## config.mk

```make
export PLATFORM = sky130hd
export DESIGN_NAME = regfile_flat
export DESIGN_NICKNAME = d
export VERILOG_FILES = /design/src/rtl/regfile_if.sv /design/src/rtl/regfile.sv /design/src/flat_wrapper.sv
export SDC_FILE = /design/constraint.sdc
export NUM_CORES = 2
export LEC_CHECK = 0
export CAP_MARGIN = 20
export CORE_ASPECT_RATIO = 0.75
export CORE_MARGIN = 1
export CORE_UTILIZATION = 25
export DETAILED_ROUTE_END_ITERATION = 6
export PLACE_DENSITY = 0.38
export SYNTH_ARGS = -nofsm -noshare
export SYNTH_HDL_FRONTEND = slang
export SYNTH_HIERARCHICAL = 1
export SYNTH_SLANG_ARGS = --single-unit
export TNS_END_PERCENT = 100
```

## constraint.sdc

```tcl
create_clock -name clk -period 95.2 [get_ports clk]
set_input_delay 14.28 -clock clk [delete_from_list [all_inputs] [get_ports clk]]
set_output_delay 14.28 -clock clk [all_outputs]
set_load 0.01 [all_outputs]
```

## src/rtl/regfile_if.sv

```systemverilog
// Decode/writeback port bundle for the integer register file:
// two read ports and one write port.
interface regfile_if #(
    parameter int XLEN           = 64,
    parameter int REG_ADDR_WIDTH = 5
);
    logic [REG_ADDR_WIDTH-1:0] rs1_addr;
    logic [XLEN-1:0]           rs1_data;
    logic [REG_ADDR_WIDTH-1:0] rs2_addr;
    logic [XLEN-1:0]           rs2_data;
    logic                      rd_wen;
    logic [REG_ADDR_WIDTH-1:0] rd_addr;
    logic [XLEN-1:0]           rd_data;

    modport master (
        output rs1_addr, rs2_addr, rd_wen, rd_addr, rd_data,
        input  rs1_data, rs2_data
    );

    modport slave (
        input  rs1_addr, rs2_addr, rd_wen, rd_addr, rd_data,
        output rs1_data, rs2_data
    );
endinterface

```

## src/rtl/regfile.sv

```systemverilog
// RV64 integer register file: x0 hardwired to zero, two combinational read
// ports with write-through bypass, one synchronous write port.
module regfile_rdport #(
    parameter int XLEN           = 64,
    parameter int REG_ADDR_WIDTH = 5
) (
    input  logic [2**REG_ADDR_WIDTH-1:0][XLEN-1:0] i_regs,
    input  logic                                   i_rst,
    input  logic                                   i_byp_en,
    input  logic [REG_ADDR_WIDTH-1:0]              i_waddr,
    input  logic [XLEN-1:0]                        i_wdata,
    input  logic [REG_ADDR_WIDTH-1:0]              i_raddr,
    output logic [XLEN-1:0]                        o_rdata
);
    always_comb begin
        o_rdata = i_regs[i_raddr];
        if (i_byp_en && (i_raddr == i_waddr))
            o_rdata = i_wdata;
        // Bypass must not leak write data while reset holds the file at zero.
        if (i_rst)
            o_rdata = '0;
    end
endmodule

module regfile #(
    parameter int XLEN           = 64,
    parameter int REG_ADDR_WIDTH = 5
) (
    input  logic       clk,
    input  logic       rst,
    regfile_if.slave   bus
);
    localparam int NREGS  = 2**REG_ADDR_WIDTH;
    localparam int NPORTS = 2;

    logic [NREGS-1:1][XLEN-1:0]          r_regs;
    logic [NREGS-1:0][XLEN-1:0]          w_regs;
    logic                                w_wr;
    logic [NPORTS-1:0][REG_ADDR_WIDTH-1:0] w_raddr;
    logic [NPORTS-1:0][XLEN-1:0]         w_rdata;

    assign w_wr = bus.rd_wen && (bus.rd_addr != '0);

    for (genvar g = 1; g < NREGS; g++) begin : g_reg
        always_ff @(posedge clk or posedge rst) begin
            if (rst)
                r_regs[g] <= '0;
            else if (w_wr && (bus.rd_addr == REG_ADDR_WIDTH'(g)))
                r_regs[g] <= bus.rd_data;
        end
    end

    // Entry 0 has no storage; it is a constant zero row in the read view.
    assign w_regs[0]         = '0;
    assign w_regs[NREGS-1:1] = r_regs;

    assign w_raddr = {bus.rs2_addr, bus.rs1_addr};

    for (genvar p = 0; p < NPORTS; p++) begin : g_rd
        regfile_rdport #(
            .XLEN           (XLEN),
            .REG_ADDR_WIDTH (REG_ADDR_WIDTH)
        ) u_rdport (
            .i_regs   (w_regs),
            .i_rst    (rst),
            .i_byp_en (w_wr),
            .i_waddr  (bus.rd_addr),
            .i_wdata  (bus.rd_data),
            .i_raddr  (w_raddr[p]),
            .o_rdata  (w_rdata[p])
        );
    end

    assign bus.rs1_data = w_rdata[0];
    assign bus.rs2_data = w_rdata[1];
endmodule

```

## src/flat_wrapper.sv

```systemverilog
// flat-port wrapper written by rule: the top's interface ports become plain ports
module regfile_flat 
#(
    parameter int XLEN           = 64,
    parameter int REG_ADDR_WIDTH = 5
)
  (clk, rst, bus_rs1_addr, bus_rs2_addr, bus_rd_wen, bus_rd_addr, bus_rd_data, bus_rs1_data, bus_rs2_data);
  regfile_if #(.XLEN(XLEN), .REG_ADDR_WIDTH(REG_ADDR_WIDTH)) bus_i ();
  input  logic clk;
  input  logic rst;
  input wire logic [$bits(bus_i.rs1_addr)-1:0] bus_rs1_addr;
  input wire logic [$bits(bus_i.rs2_addr)-1:0] bus_rs2_addr;
  input wire logic [$bits(bus_i.rd_wen)-1:0] bus_rd_wen;
  input wire logic [$bits(bus_i.rd_addr)-1:0] bus_rd_addr;
  input wire logic [$bits(bus_i.rd_data)-1:0] bus_rd_data;
  output wire logic [$bits(bus_i.rs1_data)-1:0] bus_rs1_data;
  output wire logic [$bits(bus_i.rs2_data)-1:0] bus_rs2_data;
  assign bus_i.rs1_addr = bus_rs1_addr;
  assign bus_i.rs2_addr = bus_rs2_addr;
  assign bus_i.rd_wen = bus_rd_wen;
  assign bus_i.rd_addr = bus_rd_addr;
  assign bus_i.rd_data = bus_rd_data;
  assign bus_rs1_data = bus_i.rs1_data;
  assign bus_rs2_data = bus_i.rs2_data;
  regfile #(.XLEN(XLEN), .REG_ADDR_WIDTH(REG_ADDR_WIDTH)) u_core (.clk(clk), .rst(rst), .bus(bus_i));
endmodule
```

==> results.yml <==
run_status:
  status: "complete, no violations"
clock_tree:
  cts-resized-gates: 0
  path_clk_slew_ns: 0.06
  clock-sinks: 1984
  clk_path_buf_depth: 4
  numCtsBuffers: 228
  cts_setup_buffers: 0
  htree_num_levels: 4
  cts_tree: "done"
  clkLatencyLatePin_ns: 0.90
  ctsHoldBuffers: 0
  clock_tree.root_cell: "clkbuf_16"
synthesis:
  seq_area_frac_synth_pct: 45.1
  yosysWarnings: 6
  avgSynthCellArea_um2: 14.8
  synth_most_common_cell: "mux2_2"
  yosys-top-cells-area: "dfrtp_1 (45%), mux2_2 (21%), mux4_2 (19%)"
  yosysTopAreaCell: "dfrtp_1"
  synth_flop_cell: "dfrtp_1"
  synthDistinctLibCells: 83
  syn_inst: 7454
  synth_edf_count: 0
  synth_top_area_share_pct: 45.1
  async_flop_share_pct: 100
  yosys-top-cells-count: "mux2_2 (2050), dfrtp_1 (1984), mux4_2 (908), mux2i_1 (396), buf_2 (308)"
  synthesis.area_um2: 110000
  ys_ff_latch: 1984
place:
  place_area_um2: 118000
  globalplace.congestion: 0.771
  port_buffers: 209
  dp_hpwl_um: 285000
detailed_routing:
  first_iter_violations: 6271
  drc: 0
  vias: 73100
  finalWirelength_um: 487000
  drtAntennaViolNets: 0
  viasPerCell: 5.40
  drtPass1Iterations: 6
  wl_per_cell_um: 36.0
global_route:
  grt_pass1_vias: 75700
  grt_max_degree: 178
  grt.total_usage_pct: 21.6
  antenna_found_initial: 48
  gr-total-overflow: 0
  grt_pass1_wl_um: 670000
hold_path:
  whs_path_depth: 1
  min_from: "u_core/r_regs[1075]$_DFFE_PP0P_"
  holdPathEnd: "u_core/r_regs[1075]$_DFFE_PP0P_"
  min_path_type: "register to register"
floorplan:
  io_pins: 210
  die_w_um: 768
  core_area_um2: 437000
  die_h_um: 576
  die_area_um2: 443000
  fp-row-count: 210
  initial_core_util_pct: 25.2
timing:
  clock_skew_ns: 0
  final_max_slew_viol_count: 0
  setup_viol: 0
  worstMarginPinSlew_ns: 1.21
  finalCritPeriodShare_pct: 36.2
  max_freq_mhz: 29.1
  finalSetupTns_ns: 0
  layout_min_cycle_time_ns: 34.42
  relSlewSlack_pct: 19.4
  finalHoldViolations: 0
  rsz0062_at_grt: "false"
setup_path:
  end_kind: "output port"
  crit_path_max_fanout: 31
  start_kind: "input pin"
  r2r-end: "u_core/r_regs[515]$_DFFE_PP0P_"
  cp_slowest_cell: "nor2_1"
  crit_path_cell_trace: "clkdlybuf4s50_1 -> nor2_1 -> a21boi_0 -> nand4b_1 -> or3_4 -> buf_4 -> nor2_1 -> a211oi_1 -> clkdlybuf4s50_1"
  reg2reg_setup_slack_ns: 94.37
  r2r_start: "u_core/r_regs[515]$_DFFE_PP0P_"
  crit_arrival_ns: 20.14
  reg2reg_depth: 1
  worstSetupPathType: "input pin to output port"
  slowest_delay_ns: 1.04
  cp.required_ns: 80.92
pwr:
  leakagePower_nw: 52.7
  ir_drop_v: 0.0000143
  power_density_nw_per_um2: 20.7
final_layout:
  largest-register: "u_core/r_regs"
  reg_top3: "u_core/r_regs (1984)"
  layout.nets: 7603
  area_delta_synth_final_pct: 14.6
  drive_above_1_share_pct: 48.2
  final_area_um2: 126000
  largest_register_ffs: 1984
run:
  cap_violations: 0
worst max-delay path by stage:
stage	start	endpoint	cells after the start
after floorplan	rst	u_core/r_regs[0]$_DFFE_PP0P_	1
after global placement	bus_rd_addr[4]	bus_rs1_data[12]	10
after detailed placement	bus_rd_addr[4]	bus_rs1_data[12]	10
after CTS	bus_rd_addr[4]	bus_rs1_data[12]	10
after global routing	bus_rd_addr[4]	bus_rs1_data[12]	10
final	bus_rd_addr[4]	bus_rs2_data[0]	9
layout by cell type, fill, tap and decap left out, types with 12 or more instances in the layout:
cell type        instances
clkinv_2                33
bufinv_16               13
a22oi_1                 50
dfrtp_1               1984
o22ai_1                 94
buf_16                  17
nor3_1                  47
and2_1                  26
clkbuf_8                53
a211o_1                 14
mux4_1                  18
diode_2                 17
nand3_1                 78
a311o_1                 16
mux4_2                 908
nand2_1                225
clkbuf_1                66
and3_1                  16
clkdlybuf4s50_1        197
buf_4                  268
a211oi_1                54
nor2_4                  19
conb_1                 128
o32ai_1                 19
o21ai_0                 70
a221oi_1                44
buf_8                   13
a21oi_1                 70
o211ai_1                14
clkbuf_16              233
nand4_1                 12
nor2_1                 145
o221ai_1                30
a221o_1                 30
mux2_2                2050
mux2i_1                396
through the flow:
stage	hold WS, ns	setup slack (ns)	utilization, %	power, W	cells
finish	0.518	60.78	28.8	0.00261	13500
floorplan	0.470	24.88	-	0.00153	7581
global placement	0.481	60.67	27.0	0.00169	13100
CTS	0.511	60.70	28.7	0.00263	13500
detailed placement	0.497	60.70	27.0	0.00171	13100
global route	0.527	60.60	28.8	0.00273	13500
power breakdown:
part	switching, W	leakage, nW	total (W)	internal, W
Sequential	0.000118	25.4	0.00113	0.00101
Combinational	0.000250	23.7	0.000572	0.000322
Clock	0.000392	3.66	0.000912	0.000520
kinds of logic after synthesis:
logic type / count (synthesis) / synth area share [%]
AO/OA/AOI/OAI: 599 / 3.98
XOR/XNOR: 12 / 0.0955
buffers and inverters: 818 / 4.27
flip-flops: 1984 / 45.1
multiplexers: 3380 / 43.7
other: 1 / 0.00341
AND/OR/NAND/NOR: 660 / 2.84
routing by layer:
| metal | routed length (µm) | part of all wire, % | track usage, % |
|---|---|---|---|
| met1 | 230000 | 47 | 31.3 |
| met2 | 217000 | 45 | 33.3 |
| met3 | 24800 | 5.1 | 3.49 |
| met4 | 14600 | 3.0 | 5.93 |
| met5 | 96 | 0.020 | 0 |
layout make-up:
class / count / area (µm²)
Inverter: 13 / 91.3
Timing Repair Buffer: 515 / 4980
Sequential cell: 1984 / 49600
Clock inverter: 56 / 666
Tap cell: 5830 / 7290
Fill cell: 44100 / 311000
Multi-Input combinational cell: 4779 / 56600
Clock buffer: 350 / 6760
Antenna cell: 17 / 42.5
critical path, delay by kind of cell:
kind / cells / cell delay, ns
AOI/OAI and AO/OA: 2 / 1.41
buffers and inverters: 3 / 2.37
and+or+nand+nor: 4 / 2.00
No activity file was read; power rests on OpenSTA's default activity.
